===== src/rtl/sata_dma_pkg.sv =====
// Shared types and widths for the SATA DMA data mover.
package sata_dma_pkg;

  localparam int BEATS_W = 5;
  localparam int WORDS_W = 14;

  typedef enum logic [2:0] {
    ST_IDLE = 3'd0,
    ST_CALC = 3'd1,
    ST_CMD  = 3'd2,
    ST_DATA = 3'd3,
    ST_DONE = 3'd4,
    ST_HOLD = 3'd5
  } dma_state_e;

endpackage


===== src/rtl/sata_dma_burst_calc.sv =====
// Registered burst sizing: min(words left, max burst, words to the next address boundary).
module sata_dma_burst_calc
  import sata_dma_pkg::*;
#(
  parameter int C_MAX_BURST     = 16,
  parameter int C_BOUNDARY_LOG2 = 12
) (
  input  logic                       sys_clk,
  input  logic                       sys_rst_n,
  input  logic                       load,
  input  logic [C_BOUNDARY_LOG2-3:0] cur_word_lo,
  input  logic [WORDS_W-1:0]         words_rem,
  output logic [BEATS_W-1:0]         beats
);

  localparam int BW = C_BOUNDARY_LOG2 - 1;

  logic [BW-1:0]      bound_words;
  logic [BEATS_W-1:0] lim;
  logic [BEATS_W-1:0] beats_d;
  logic [BEATS_W-1:0] beats_q;

  // Word offset inside the boundary window is subtracted from the window size in words.
  assign bound_words = {1'b1, {(BW-1){1'b0}}} - {1'b0, cur_word_lo};

  always_comb begin
    lim = words_rem[BEATS_W-1:0];
    if (words_rem > WORDS_W'(C_MAX_BURST)) begin
      lim = BEATS_W'(C_MAX_BURST);
    end
    beats_d = lim;
    if (bound_words < BW'(lim)) begin
      beats_d = bound_words[BEATS_W-1:0];
    end
  end

  always_ff @(posedge sys_clk or negedge sys_rst_n) begin
    if (!sys_rst_n) begin
      beats_q <= '0;
    end else if (load) begin
      beats_q <= beats_d;
    end
  end

  assign beats = beats_q;

endmodule


===== src/rtl/sata_dma_mover.sv =====
// SATA DMA data mover: splits a latched descriptor into bounded memory bursts and
// streams 32-bit words between the link FIFOs and memory, then pulses dma_ack.
//
// state | meaning
// IDLE  | waiting for dma_req; latches descriptor and clears error
// CALC  | burst size registered from current address and words left
// CMD   | burst command held on the memory port until accepted
// DATA  | beats counted down on valid&ready; mem_err aborts
// DONE  | one-cycle dma_ack
// HOLD  | one dead cycle while the producer drops dma_req
module sata_dma_mover
  import sata_dma_pkg::*;
#(
  parameter int C_MAX_BURST     = 16,
  parameter int C_BOUNDARY_LOG2 = 12
) (
  input  logic        sys_clk,
  input  logic        sys_rst_n,
  input  logic [31:0] dma_address,
  input  logic [15:0] dma_length,
  input  logic        dma_wrt,
  input  logic        dma_req,
  output logic        dma_ack,
  output logic        dma_err,
  output logic [31:0] mem_addr,
  output logic [4:0]  mem_beats,
  output logic        mem_rnw,
  output logic        mem_cmd_valid,
  input  logic        mem_cmd_ready,
  output logic [31:0] mem_wdata,
  output logic        mem_wvalid,
  input  logic        mem_wready,
  input  logic [31:0] mem_rdata,
  input  logic        mem_rvalid,
  output logic        mem_rready,
  input  logic        mem_err,
  input  logic [31:0] rxd_data,
  input  logic        rxd_valid,
  output logic        rxd_ready,
  output logic [31:0] txd_data,
  output logic        txd_valid,
  input  logic        txd_ready
);

  dma_state_e         state_d, state_q;
  logic [31:0]        cur_addr_d, cur_addr_q;
  logic [WORDS_W-1:0] words_rem_d, words_rem_q;
  logic               wrt_d, wrt_q;
  logic [BEATS_W-1:0] beat_cnt_d, beat_cnt_q;
  logic               err_d, err_q;
  logic [BEATS_W-1:0] beats;

  logic in_cmd;
  logic data_en;
  logic wr_en;
  logic rd_en;
  logic beat_fire;
  logic unused_lsbs;

  assign unused_lsbs = ^{dma_address[1:0], dma_length[1:0]};

  sata_dma_burst_calc #(
    .C_MAX_BURST    (C_MAX_BURST),
    .C_BOUNDARY_LOG2(C_BOUNDARY_LOG2)
  ) u_burst_calc (
    .sys_clk    (sys_clk),
    .sys_rst_n  (sys_rst_n),
    .load       (state_q == ST_CALC),
    .cur_word_lo(cur_addr_q[C_BOUNDARY_LOG2-1:2]),
    .words_rem  (words_rem_q),
    .beats      (beats)
  );

  // A bus error closes the data window in the same cycle so no further word moves.
  assign in_cmd    = (state_q == ST_CMD);
  assign data_en   = (state_q == ST_DATA) && !mem_err;
  assign wr_en     = data_en && wrt_q;
  assign rd_en     = data_en && !wrt_q;
  assign beat_fire = wr_en ? (rxd_valid && mem_wready) : (rd_en && mem_rvalid && txd_ready);

  always_comb begin
    state_d     = state_q;
    cur_addr_d  = cur_addr_q;
    words_rem_d = words_rem_q;
    wrt_d       = wrt_q;
    beat_cnt_d  = beat_cnt_q;
    err_d       = err_q;
    case (state_q)
      ST_IDLE: begin
        if (dma_req) begin
          cur_addr_d  = {dma_address[31:2], 2'b00};
          words_rem_d = dma_length[15:2];
          wrt_d       = dma_wrt;
          err_d       = 1'b0;
          state_d     = (dma_length[15:2] == '0) ? ST_DONE : ST_CALC;
        end
      end
      ST_CALC: state_d = ST_CMD;
      ST_CMD: begin
        if (mem_cmd_ready) begin
          beat_cnt_d  = beats;
          cur_addr_d  = cur_addr_q + {{(32-BEATS_W-2){1'b0}}, beats, 2'b00};
          words_rem_d = words_rem_q - {{(WORDS_W-BEATS_W){1'b0}}, beats};
          state_d     = ST_DATA;
        end
      end
      ST_DATA: begin
        if (mem_err) begin
          err_d   = 1'b1;
          state_d = ST_DONE;
        end else if (beat_fire) begin
          beat_cnt_d = beat_cnt_q - 1'b1;
          if (beat_cnt_q == BEATS_W'(1)) begin
            state_d = (words_rem_q != '0) ? ST_CALC : ST_DONE;
          end
        end
      end
      ST_DONE: state_d = ST_HOLD;
      ST_HOLD: state_d = ST_IDLE;
      default: state_d = ST_IDLE;
    endcase
  end

  always_ff @(posedge sys_clk or negedge sys_rst_n) begin
    if (!sys_rst_n) begin
      state_q     <= ST_IDLE;
      cur_addr_q  <= '0;
      words_rem_q <= '0;
      wrt_q       <= 1'b0;
      beat_cnt_q  <= '0;
      err_q       <= 1'b0;
    end else begin
      state_q     <= state_d;
      cur_addr_q  <= cur_addr_d;
      words_rem_q <= words_rem_d;
      wrt_q       <= wrt_d;
      beat_cnt_q  <= beat_cnt_d;
      err_q       <= err_d;
    end
  end

  assign dma_ack       = (state_q == ST_DONE);
  assign dma_err       = err_q;
  assign mem_cmd_valid = in_cmd;
  assign mem_addr      = in_cmd ? cur_addr_q : '0;
  assign mem_beats     = in_cmd ? beats : '0;
  assign mem_rnw       = in_cmd && !wrt_q;

  assign mem_wvalid = wr_en && rxd_valid;
  assign rxd_ready  = wr_en && mem_wready;
  assign mem_wdata  = wr_en ? rxd_data : '0;

  assign txd_valid  = rd_en && mem_rvalid;
  assign mem_rready = rd_en && txd_ready;
  assign txd_data   = rd_en ? mem_rdata : '0;

endmodule


===== config.mk =====
export PLATFORM = sky130hd
export DESIGN_NAME = sata_dma_mover
export DESIGN_NICKNAME = d
export VERILOG_FILES = /design/src/rtl/sata_dma_pkg.sv /design/src/rtl/sata_dma_burst_calc.sv /design/src/rtl/sata_dma_mover.sv
export SDC_FILE = /design/constraint.sdc
export NUM_CORES = 1
export LEC_CHECK = 0
export ABC_CLOCK_PERIOD_IN_PS = 3200
export BUFFER_PORTS_ARGS = -buffer_cell sky130_fd_sc_hd__buf_2
export CAP_MARGIN = 20
export CORE_UTILIZATION = 43
export DETAILED_ROUTE_END_ITERATION = 8
export PLACE_DENSITY_LB_ADDON = 0.3
export SETUP_SLACK_MARGIN = 0.2
export SYNTH_ARGS = -nofsm -noshare
export SYNTH_HDL_FRONTEND = slang
export SYNTH_SLANG_ARGS = --single-unit

===== constraint.sdc =====
create_clock -name sys_clk -period 3.2 [get_ports sys_clk]
set_clock_uncertainty 0.05 [all_clocks]
set_input_delay 0.64 -clock sys_clk [delete_from_list [all_inputs] [get_ports sys_clk]]
set_output_delay 0.64 -clock sys_clk [all_outputs]
set_load 0.01 [all_outputs]

== Yosys cells after proc, flatten, opt, wreduce, memory -nomap -nowiden ==
Cells that the tools add are included.
Widths: inputs -> output; s select.

* Add/subtract/negate cells: 4
* Magnitude comparators: 2
* Equality and inequality tests: 12
* Mux-type cells: 28
* Reduce and logical (&&, ||, !) cells: 23

{| class="wikitable"
|+ Operator list
! operator !! number
|-
| $mux 32 || 5
|-
| $pmux 32 s2 || 1
|-
| $add 32x7->32 || 1
|-
| $mux 5 || 6
|-
| $mux 14 || 2
|-
| $pmux 14 s2 || 1
|-
| $mux 3 || 7
|-
| $pmux 3 s5 || 1
|-
| $gt 14x5->1 const B || 1
|-
| $logic_not 14->1 || 1
|-
| $reduce_bool 14->1 || 1
|-
| $sub 14x5->14 || 1
|-
| $lt 11x5->1 || 1
|-
| $sub 11x10->11 const A || 1
|-
| $logic_and 1x1->1 || 10
|-
| $ne 2x2->1 const B || 5
|-
| $pmux 5 s2 || 1
|-
| $reduce_and 4->1 || 2
|-
| $eq 3x2->1 const B || 2
|-
| $reduce_and 3->1 || 2
|-
| $reduce_bool 2->1 || 3
|-
| $eq 5x1->1 const B || 1
|-
| $sub 5x1->5 const B || 1
|-
| $eq 3x1->1 const B || 1
|-
| 8 further kinds || 11
|}

* Register bits after elaboration: 61
* Output and inout bits: 109
* Logic and storage cells: 76

== Depth between registers and ports, before layout ==
Gate-level depths: netlist of the first run.

* Depth after elaboration: 9
* Gate-level depth with buffers: 12
* Gate-level depth less buffers: 12

== By module ==
From an unflattened synthesis of the first run, not the netlist that was laid out.

* Cells, all modules: 652
* Area, all modules: 5046.1 sq um

{| class="wikitable"
|+ Modules (own cells, without submodules)
! module !! times used !! cells each !! area an instance (sq um) !! seq. area each (sq um)
|-
| sata_dma_mover || 1 || 597 || 4533.1 || 1351.3
|-
| sata_dma_burst_calc || 1 || 55 || 513.0 || 125.1
|}

== Worst setup path after synthesis of the first run ==
No wires, ideal clock.

* Path kind: register to register
* Start: register words_rem_q[8]
* End: register u_burst_calc.beats_q[1] (netlist: u_burst_calc.beats[1])
* Setup time: 0.125 ns
* Arrival: 3.124 ns
* Path slack: -0.099 ns
* Stages on the path, launching flop included: 13
* Buffers on the path: 0
* Cell sequence: dfrtp_1 or4_4 or4_4 nor2_1 and2_1 inv_1 ha_1 nand2_1 nand3_1 o41ai_4 nand2_2 mux2i_1 mux2_2

* Word-level cells in the longest chain between the ends: 4

{| class="wikitable"
|+ RTL lines
! what !! line !! text
|-
| from (decl) || sata_dma_mover.sv:47 || <nowiki>logic [WORDS_W-1:0] words_rem_d, words_rem_q;</nowiki>
|-
| from (signal assigned) || sata_dma_mover.sv:135 || <nowiki>words_rem_q <= words_rem_d;</nowiki>
|-
| $gt 14x5->1 (*) || sata_dma_burst_calc.sv:28 || <nowiki>if (words_rem > WORDS_W'(C_MAX_BURST)) begin</nowiki>
|-
| $mux 5 (*) || sata_dma_burst_calc.sv:28 ||
|-
| $lt 11x5->1 || sata_dma_burst_calc.sv:32 || <nowiki>if (bound_words < BW'(lim)) begin</nowiki>
|-
| $mux 5 (*) || sata_dma_burst_calc.sv:32 ||
|-
| to (signal assigned) || sata_dma_burst_calc.sv:41 || <nowiki>beats_q <= beats_d;</nowiki>
|-
| to (decl) || sata_dma_burst_calc.sv:21 || <nowiki>logic [BEATS_W-1:0] beats_q;</nowiki>
|}

Every way passes the cells marked *; elsewhere a longest branch is shown, timed or not.
A chain may end at the register's enable or synchronous reset.

== Worst setup path after layout of the first run ==
* Start: register words_rem_q[9]
* End: register u_burst_calc.beats_q[1] (netlist: u_burst_calc.beats[1])

The elaborated chain is that of the path after synthesis.

==> metrics.yaml, run 1 <==
routing:
  drc: 0
  viasPerCell: 5.72
  drtIter0Drc: 347
  final_antenna_net_count: 0
  wirelength_um: 16100
  wl_per_cell_um: 16.4
  drt_pass1_iterations: 5
  num_vias: 5633
grt:
  grt_start_max_net_pins: 60
  grt_usage_pct: 28.2
  grt_pass1_vias: 5236
  grt_pass1_wl_um: 25600
  antenna_found_initial: 0
  grt.overflow.total: 0
worst_setup_path:
  path_max_fanout: 3
  end_kind: "register"
  worstPathRequired_ps: 3390
  worst-setup-path-type: "reg2reg"
  arrival_ps: 3310
  startpoint_type: "register"
  r2r_end: "u_burst_calc.beats[1]"
  r2r_setup_slack_ps: 80
  r2r_cells: 12
  timing.rr.start: "words_rem_q[9]"
min_path:
  min_path_type: "in2async"
logic_synthesis:
  synthCells: 620
  synth_top_cell_area_share_pct: 31.0
  async_flop_share_pct: 100
  synth_most_common_cell: "dfrtp_1"
  synth_seq_cells: 59
  synth_area_um2: 4760
  yosys.area.top_type: "dfrtp_1"
  syn_area_per_cell_um2: 7.68
  synth_area_leaders: "dfrtp_1 (31%), and3_1 (7.6%), and2_1 (5.1%)"
  yosys_warnings: 0
  ys_types: 60
  synth_edf_count: 0
  yosysSeqAreaShare_pct: 31.0
  synthFlopType: "dfrtp_1"
  synth.top_cells.by_count: "dfrtp_1 (59), and3_1 (58), nand2_1 (51), nor2_1 (48), o21ai_0 (42)"
final_layout:
  areaGrowthSynthToFinish_pct: 33.7
  fin_nets: 980
  postLayoutCoreUtil_pct: 59.0
  drive_gt1_share_pct: 34.8
  diodes: 0
timing:
  grt_setup_unrepaired: "yes"
  finalMaxSlewViolations: 0
  worstMarginPinSlew_ps: 882
  setup_slack_ps: 78.1
  setup_viol: 0
  hold_viol_final: 0
  fmax_mhz: 320
  fin_crit_ps: 3120
  max_slew_margin_pct: 41.2
  final.period_utilization_pct: 97.6
floorplan:
  die_x_um: 107
  die_h_um: 107
  core_area_um2: 10800
  ioPinCount: 231
  dieArea_um2: 11500
  start_util_pct: 44.1
  fp-row-count: 38
clock_tree:
  cts_num_sinks: 59
  cts_made_buffers: 9
  cts_tree: "built"
  htreeDepth: 3
  path_clk_slew_ps: 80
  clkLatencyLatePin_ps: 340
  cts_max_path_buffers: 2
  cts-root-buf: "clkbuf_8"
power_and_ir_drop:
  ir_worst_vdd_v: 0.000459
  p_leak_nw: 3.34
  powerDensity_nw_per_um2: 902
outcome:
  status: "complete, no violations"
run:
  maxCapViolCount: 0
place:
  place_congestion: 0.916
  dp_slack_ps: -58.4
  hpwl_um: 11900
  io_buffers: 224
per-stage QoR:
step	TNS [ps]	total power [mW]	hold WS (ps)	area (um2)	cells
4_1_cts	-2.50	5.62	431	6310	981
3_3_place_gp	0	4.74	447	6060	962
2_1_floorplan	0	3.78	294	4770	621
6_report	0	5.74	393	6370	984
5_1_grt	-35.2	6.24	447	6370	984
3_5_place_dp	-172	4.87	459	6060	962
kinds of logic after synthesis:
logic type	Yosys count	synth area share, %
buffers and inverters	69	5.70
and+or+nand+nor	297	33.4
adders and majority gates	19	5.31
muxes	7	1.50
xor gates and xnor gates	3	0.552
AOI/OAI and AO/OA	165	22.5
other	1	0.0788
DFF	59	31.0
state kept, by name, indices dropped and copies added (netlist names):
name / count
u_burst_calc.beats: 5
state_q: 3
dma_err: 1
words_rem_q: 14
wrt_q: 1
beat_cnt_q: 5
cur_addr_q: 30
placed cells by master (no fill, tap or decap), types with 5 or more instances in the layout:
| cell | count |
|---|---|
| clkbuf_8 | 10 |
| o21ai_0 | 38 |
| ha_1 | 15 |
| nor4_1 | 7 |
| a311oi_1 | 5 |
| inv_1 | 25 |
| o22ai_1 | 12 |
| a21o_1 | 5 |
| a31oi_1 | 5 |
| o21a_1 | 8 |
| a211oi_1 | 8 |
| buf_2 | 224 |
| nand4_1 | 12 |
| dfrtp_1 | 59 |
| or3_1 | 8 |
| nand2_1 | 49 |
| nor2b_1 | 6 |
| buf_4 | 24 |
| nand3_1 | 14 |
| a21oi_1 | 39 |
| a2bb2oi_1 | 7 |
| and3_1 | 58 |
| mux2i_1 | 5 |
| and2_1 | 38 |
| or2_2 | 5 |
| nor3_1 | 28 |
| nor2_1 | 46 |
routing by layer:
metal,up-vias,global-route usage [%],routed length [um]
li1,2708,-,-
met1,2603,36.4,6840
met2,285,47.1,7710
met3,37,4.07,1160
met4,0,11.4,423
met5,-,0,0
area by class of cell:
| type | instances | area, um2 |
|---|---|---|
| timing repair buffer | 250 | 1320 |
| inverter | 26 | 100 |
| fill | 967 | 4430 |
| multi-input combinational | 493 | 3090 |
| tap | 140 | 175 |
| sequential | 59 | 1480 |
| clock buffer | 10 | 138 |
| clock inverter | 6 | 65.1 |
repair_timing:
action | CTS | global route
gates resized for setup | 7 | 12
endpoints found under the hold margin | 0 | 0
buffers inserted | 3 | 3
pin swaps | 8 | 9
hold buffers | 0 | 0
endpoints found under the setup margin | 5 | 19
gates cloned | 0 | 0
how the worst max path moves through the flow:
stage	startpoint	endpoint	slack, ps	cells after the start
3_5_place_dp	words_rem_q[9]	u_burst_calc.beats[3]	-60	13
5_1_grt	words_rem_q[9]	u_burst_calc.beats[1]	-20	12
2_1_floorplan	words_rem_q[8]	u_burst_calc.beats[1]	70	12
6_report	words_rem_q[9]	u_burst_calc.beats[1]	80	12
4_1_cts	words_rem_q[8]	u_burst_calc.beats[1]	-2	12
3_3_place_gp	words_rem_q[9]	u_burst_calc.beats[3]	60	13
power breakdown:
| part | internal (mW) | switching (mW) |
|---|---|---|
| clock network | 0.379 | 0.331 |
| logic | 1.40 | 2.00 |
| registers | 1.11 | 0.518 |
| total | 2.89 | 2.85 |
worst max-delay path: stages, from the launching register on:
cell	delay [ps]
dfrtp_1	380
or4_4	540
or4_4	460
nor2_4	170
and2_4	180
inv_4	40
ha_4	200
nand2_2	60
nand3_2	100
o41ai_4	300
nand2_2	140
mux2i_1	150
mux2_4	270
Power figures use the tool's default switching activity.
==> run 2: changes to the inputs <==
Settings changed: ABC_CLOCK_PERIOD_IN_PS 3200 to 2640.
Clock period 3.2 ns to 2.64 ns, I/O delays scaled along.
==> run 2 against run 1 <==
  * Critical path type unchanged
  * First-iteration DRC count grew 2.3%
  * The flow now finishes with violations (negative setup slack)
  * Routed wire length increased by 14%
  * Sequential power rose by 17%
  * Sequential cell count stayed put
==> metrics.yaml, run 2 (synthesis gave the netlist of run 1 again) <==
final_layout:
  instances_no_fill: 1015
  fillers: 980
  fin_area_um2: 6690
  final_common_cell: "buf_2"
  drive_gt1_share_pct: 38.5
  largest_reg_flops: 30
  reg_top3: "cur_addr_q: 30 flops, words_rem_q: 14 flops"
  areaGrowthSynthToFinish_pct: 40.4
  largest-register: "cur_addr_q"
  final_cell_mix: "buf_2 (224), and3_1 (57), dfrtp_1 (53), nand2_1 (48), buf_4 (47)"
  fin_nets: 1009
place:
  place_congestion: 0.919
  dp.cells: 985
  io_buffers: 224
  hpwl_um: 13900
  dpl_cell_area_um2: 6310
  dp_slack_ps: -409
worst_setup_path:
  r2r_end: "u_burst_calc.beats[0]"
  cp.buffers_inverters: 3
  worstPathRequired_ps: 2830
  arrival_ps: 3210
  crit_chain: "or4_4, or4_4, nor2_4, and2_4, inv_2, ha_4, nand2_2, nand3_2, o41ai_4, nand2_2, buf_6, buf_4, nand3_4, o21ai_2"
  cpLargestDelayFamily: "simple AND/OR/NAND/NOR gates"
  startpoint_type: "register"
  path_max_fanout: 5
  cp_slowest_cell: "or4_4"
  end_kind: "register"
  worst-setup-path-type: "reg2reg"
  r2r_setup_slack_ps: -380
  r2r_cells: 14
  critPathMaxStageDelay_ps: 540
  timing.rr.start: "words_rem_q[9]"
power_and_ir_drop:
  p_leak_nw: 3.49
  powerDensity_nw_per_um2: 1100
  finalPower_mw: 7.33
  ir_worst_vdd_v: 0.000550
clock_tree:
  cts_tree: "built"
  cts-root-buf: "clkbuf_8"
  cts_num_sinks: 59
  cts_made_buffers: 9
  cts_max_path_buffers: 2
  path_clk_slew_ps: 70
  clkLatencyLatePin_ps: 360
  htreeDepth: 3
  hold_buffers: 0
grt:
  grt_start_max_net_pins: 47
  grt_usage_pct: 31.9
  grt_pass1_wl_um: 28100
  grt_pass1_vias: 5439
  antenna_found_initial: 3
  grt.overflow.total: 0
floorplan:
  fp-row-count: 38
  dieArea_um2: 11500
  ioPinCount: 231
  start_util_pct: 44.1
  die_h_um: 107
  core_area_um2: 10800
  die_x_um: 107
routing:
  viasPerCell: 5.75
  wl_per_cell_um: 18.2
  wirelength_um: 18500
  final_antenna_net_count: 0
  drtIter0Drc: 355
  num_vias: 5836
  drc: 0
  drt_pass1_iterations: 5
timing:
  finalMaxSlewViolations: 0
  setup_viol: 6
  final.period_utilization_pct: 114
  setup_slack_ps: -378
  hold_viol_final: 0
  fin_crit_ps: 3020
  grt_setup_unrepaired: "yes"
  max_slew_margin_pct: 60.1
  worstMarginPinSlew_ps: 596
  fmax_mhz: 331
min_path:
  min_path_type: "in2async"
outcome:
  violations: "negative setup slack"
  status: "complete, but fails checks"
run:
  maxCapViolCount: 0
run 2: routing by layer:
metal  share of wire (%)  wire length (um)  track usage, %  vias to the layer above
li1                    -                 -               -                     2761
met1                  41              7540            39.1                     2761
met2                  49              8990            52.9                      269
met3                 6.8              1260            6.69                       45
met4                 3.7               680            15.9                        0
met5                   0                 0               0                        -
run 2: timing repair:
item | 4_1_cts | 5_1_grt
gates resized for setup | 19 | 13
gates cloned | 0 | 1
pin swaps | 3 | 1
setup endpoints to repair | 98 | 58
setup buffers | 5 | 6
run 2: area by class of cell:
cell class                      instances  area [um2]  area share, %
Sequential cell                        59        1480           22.2
Timing Repair Buffer                  279        1620           24.3
Clock buffer                           12         145           2.17
Clock inverter                          3        15.0          0.225
Inverter                               26         101           1.52
Tap cell                              140         175           2.62
Antenna cell                            3        7.51          0.112
Multi-Input combinational cell        493        3140           46.9
run 2: worst max-delay path by stage:
stage | depth (start not counted) | slack, ps | endpoint | start
floorplan | 12 | -400 | u_burst_calc.beats[1] | words_rem_q[8]
global placement | 13 | -370 | u_burst_calc.beats[3] | words_rem_q[9]
detailed placement | 13 | -410 | u_burst_calc.beats[3] | words_rem_q[9]
CTS | 12 | -380 | u_burst_calc.beats[1] | words_rem_q[9]
global route | 13 | -520 | u_burst_calc.beats[3] | words_rem_q[9]
finish | 14 | -380 | u_burst_calc.beats[0] | words_rem_q[9]
run 2: worst reg2reg max path, delay by kind of cell (launching register included):
| family | cells | cell delay (ps) |
|---|---|---|
| and+or+nand+nor | 8 | 1630 |
| adders and majority gates | 1 | 210 |
| DFF | 1 | 380 |
| buffers and inverters | 3 | 320 |
| AOI/OAI and AO/OA | 2 | 320 |
run 2: power breakdown:
part           leakage, nW  switching (mW)  internal, mW  total [mW]
combinational         2.71            2.67          2.03        4.70
clock               0.0860           0.365         0.356       0.721
sequential           0.697           0.546          1.36        1.91
total                 3.49            3.58          3.75        7.33
run 2: per-stage QoR:
stage / hold slack (ps) / TNS, ps / util [%]
global placement: 444 / -1760 / 58.4
CTS: 124 / -1730 / 60.9
detailed placement: 454 / -1910 / 58.4
finish: 112 / -1830 / 61.9
global route: 140 / -3560 / 61.9
floorplan: 182 / -1380 / -
==> run 3: changes to the inputs <==
Settings changed: ABC_CLOCK_PERIOD_IN_PS 2640 to 2500.
Clock period 2.64 ns to 2.5 ns, I/O delays scaled along.
==> run 3 against run 2 <==
  * The flow still finishes with violations (negative setup slack)
  * Final cell count rose by 1.4%
  * Design area rose by 10%
  * Highest routed layer unchanged
  * Critical path type unchanged
  * Core utilization rose by 6.3 points
  * Worst setup slack got worse by 230 ps
  * Clock power rose by 14%
  * Hold slack improved by 6.3 ps
==> metrics.yaml, run 3 (synthesis gave the netlist of run 1 again) <==
power_and_ir_drop:
  p_leak_nw: 3.70
  powerDensity_nw_per_um2: 1150
  finalPower_mw: 8.48
  ir_worst_vdd_v: 0.000618
clock_tree:
  htreeDepth: 3
  cts_max_path_buffers: 2
  cts_num_sinks: 59
  clkLatencyLatePin_ps: 340
  cts-root-buf: "clkbuf_8"
  cts_made_buffers: 9
  hold_buffers: 0
  path_clk_slew_ps: 70
  cts_tree: "built"
floorplan:
  dieArea_um2: 11500
  die_h_um: 107
  core_area_um2: 10800
  start_util_pct: 44.1
  fp-row-count: 38
  ioPinCount: 231
  die_x_um: 107
place:
  io_buffers: 224
  place_congestion: 0.935
  dpl_cell_area_um2: 6350
  hpwl_um: 13900
timing:
  worstMarginPinSlew_ps: 575
  max_slew_margin_pct: 61.3
  holdWs_ps: 119
  fmax_mhz: 321
  final.period_utilization_pct: 124
  setup_slack_ps: -612
  fin_crit_ps: 3110
  grt_setup_unrepaired: "yes"
  finalMaxSlewViolations: 0
  hold_viol_final: 0
  setup_viol: 5
routing:
  viasPerCell: 5.97
  drc: 0
  num_vias: 6145
  drtIter0Drc: 428
  drt_pass1_iterations: 5
  wirelength_um: 19800
  wl_per_cell_um: 19.2
  final_antenna_net_count: 0
final_layout:
  final_cell_mix: "buf_2 (190), and3_1 (58), buf_4 (55), dfrtp_1 (54), nand2_1 (47)"
  largest-register: "cur_addr_q"
  areaGrowthSynthToFinish_pct: 54.7
  final_common_cell: "buf_2"
  postLayoutCoreUtil_pct: 68.2
  drive_gt1_share_pct: 47.1
  fillers: 855
  fin_nets: 1026
  largest_reg_flops: 30
  diodes: 0
  fin_area_um2: 7360
  reg_top3: "cur_addr_q: 30 flops, words_rem_q: 14 flops"
worst_setup_path:
  r2r_end: "u_burst_calc.beats[3]"
  path_max_fanout: 5
  worstPathRequired_ps: 2650
  timing.rr.start: "words_rem_q[9]"
  endpoint: "u_burst_calc.beats[3]"
  startpoint_type: "register"
  arrival_ps: 3260
  r2r_cells: 13
  r2r_setup_slack_ps: -610
  end_kind: "register"
  worst-setup-path-type: "reg2reg"
  critical_path.startpoint: "words_rem_q[9]"
min_path:
  min_path_type: "in2async"
outcome:
  violations: "negative setup slack"
  status: "complete, but fails checks"
grt:
  grt.overflow.total: 0
  grt_pass1_vias: 5524
  grt_usage_pct: 31.5
  antenna_found_initial: 0
  grt_start_max_net_pins: 60
  grt_pass1_wl_um: 27800
run:
  maxCapViolCount: 0
run 3: cell count changes in the layout (fill, tap and decap cells not counted), sizes merged:
cell	before	now
clkinv	3	2
buf	278	294
clkbuf	13	15
diode	3	0
run 3: how the worst min path moves through the flow:
| stage | from | endpoint | slack (ps) | cells past startpoint |
|---|---|---|---|---|
| 6_report | sys_rst_n | u_burst_calc.beats[4] | 120 | 2 |
| 5_1_grt | sys_rst_n | u_burst_calc.beats[2] | 130 | 2 |
| 4_1_cts | sys_rst_n | u_burst_calc.beats[4] | 130 | 2 |
| 3_5_place_dp | cur_addr_q[31] | cur_addr_q[31] | 460 | 2 |
| 3_3_place_gp | cur_addr_q[31] | cur_addr_q[31] | 450 | 2 |
| 2_1_floorplan | sys_rst_n | beat_cnt_q[0] | 150 | 0 |
run 3: layout make-up:
class | count | area [um2] | share of cell area [%]
Tap cell | 140 | 175 | 2.38
Timing Repair Buffer | 296 | 2000 | 27.2
Inverter | 26 | 101 | 1.38
Clock inverter | 2 | 10.0 | 0.136
Multi-Input combinational cell | 493 | 3420 | 46.5
Sequential cell | 59 | 1480 | 20.1
Clock buffer | 13 | 169 | 2.29
run 3: critical path, stage by stage (launching register included):
cell and delay, ps:
dfrtp_1 380, or4_4 550, or4_4 460, nor2_4 170, and2_4 170, inv_2 40, ha_4 210, nand2_2 50
nand3_2 100, o41ai_4 260, nand2_2 130, buf_6 150, mux2i_2 180, o21ai_1 80
run 3: power breakdown:
group / switching (mW) / total (mW) / internal [mW]
combinational: 3.09 / 5.61 / 2.52
sequential: 0.614 / 2.05 / 1.43
clock: 0.390 / 0.823 / 0.433
total: 4.10 / 8.48 / 4.38
run 3: timing repair:
action | 4_1_cts | 5_1_grt
cloned | 0 | 4
buffers inserted | 8 | 10
resized for setup | 19 | 139
pin swaps | 7 | 44
setup endpoints to repair | 86 | 117
run 3: per-layer routing:
layer  global-route usage, %  part of all wire, %  vias to the layer above
met1                    37.3                   38                     2907
li1                        -                    -                     2807
met5                       0                    0                        -
met4                    17.4                  5.0                        0
met2                    54.7                   49                      362
met3                    4.32                  8.0                       69
run 3: through the flow:
step                      TNS (ps)  std cells  worst slack, ps
after floorplan              -2070        621             -543
after global placement       -2260        992             -497
after detailed placement     -2700        992             -601
after CTS                    -2680       1015             -568
after global routing         -3310       1029             -703
final                        -2840       1029             -612
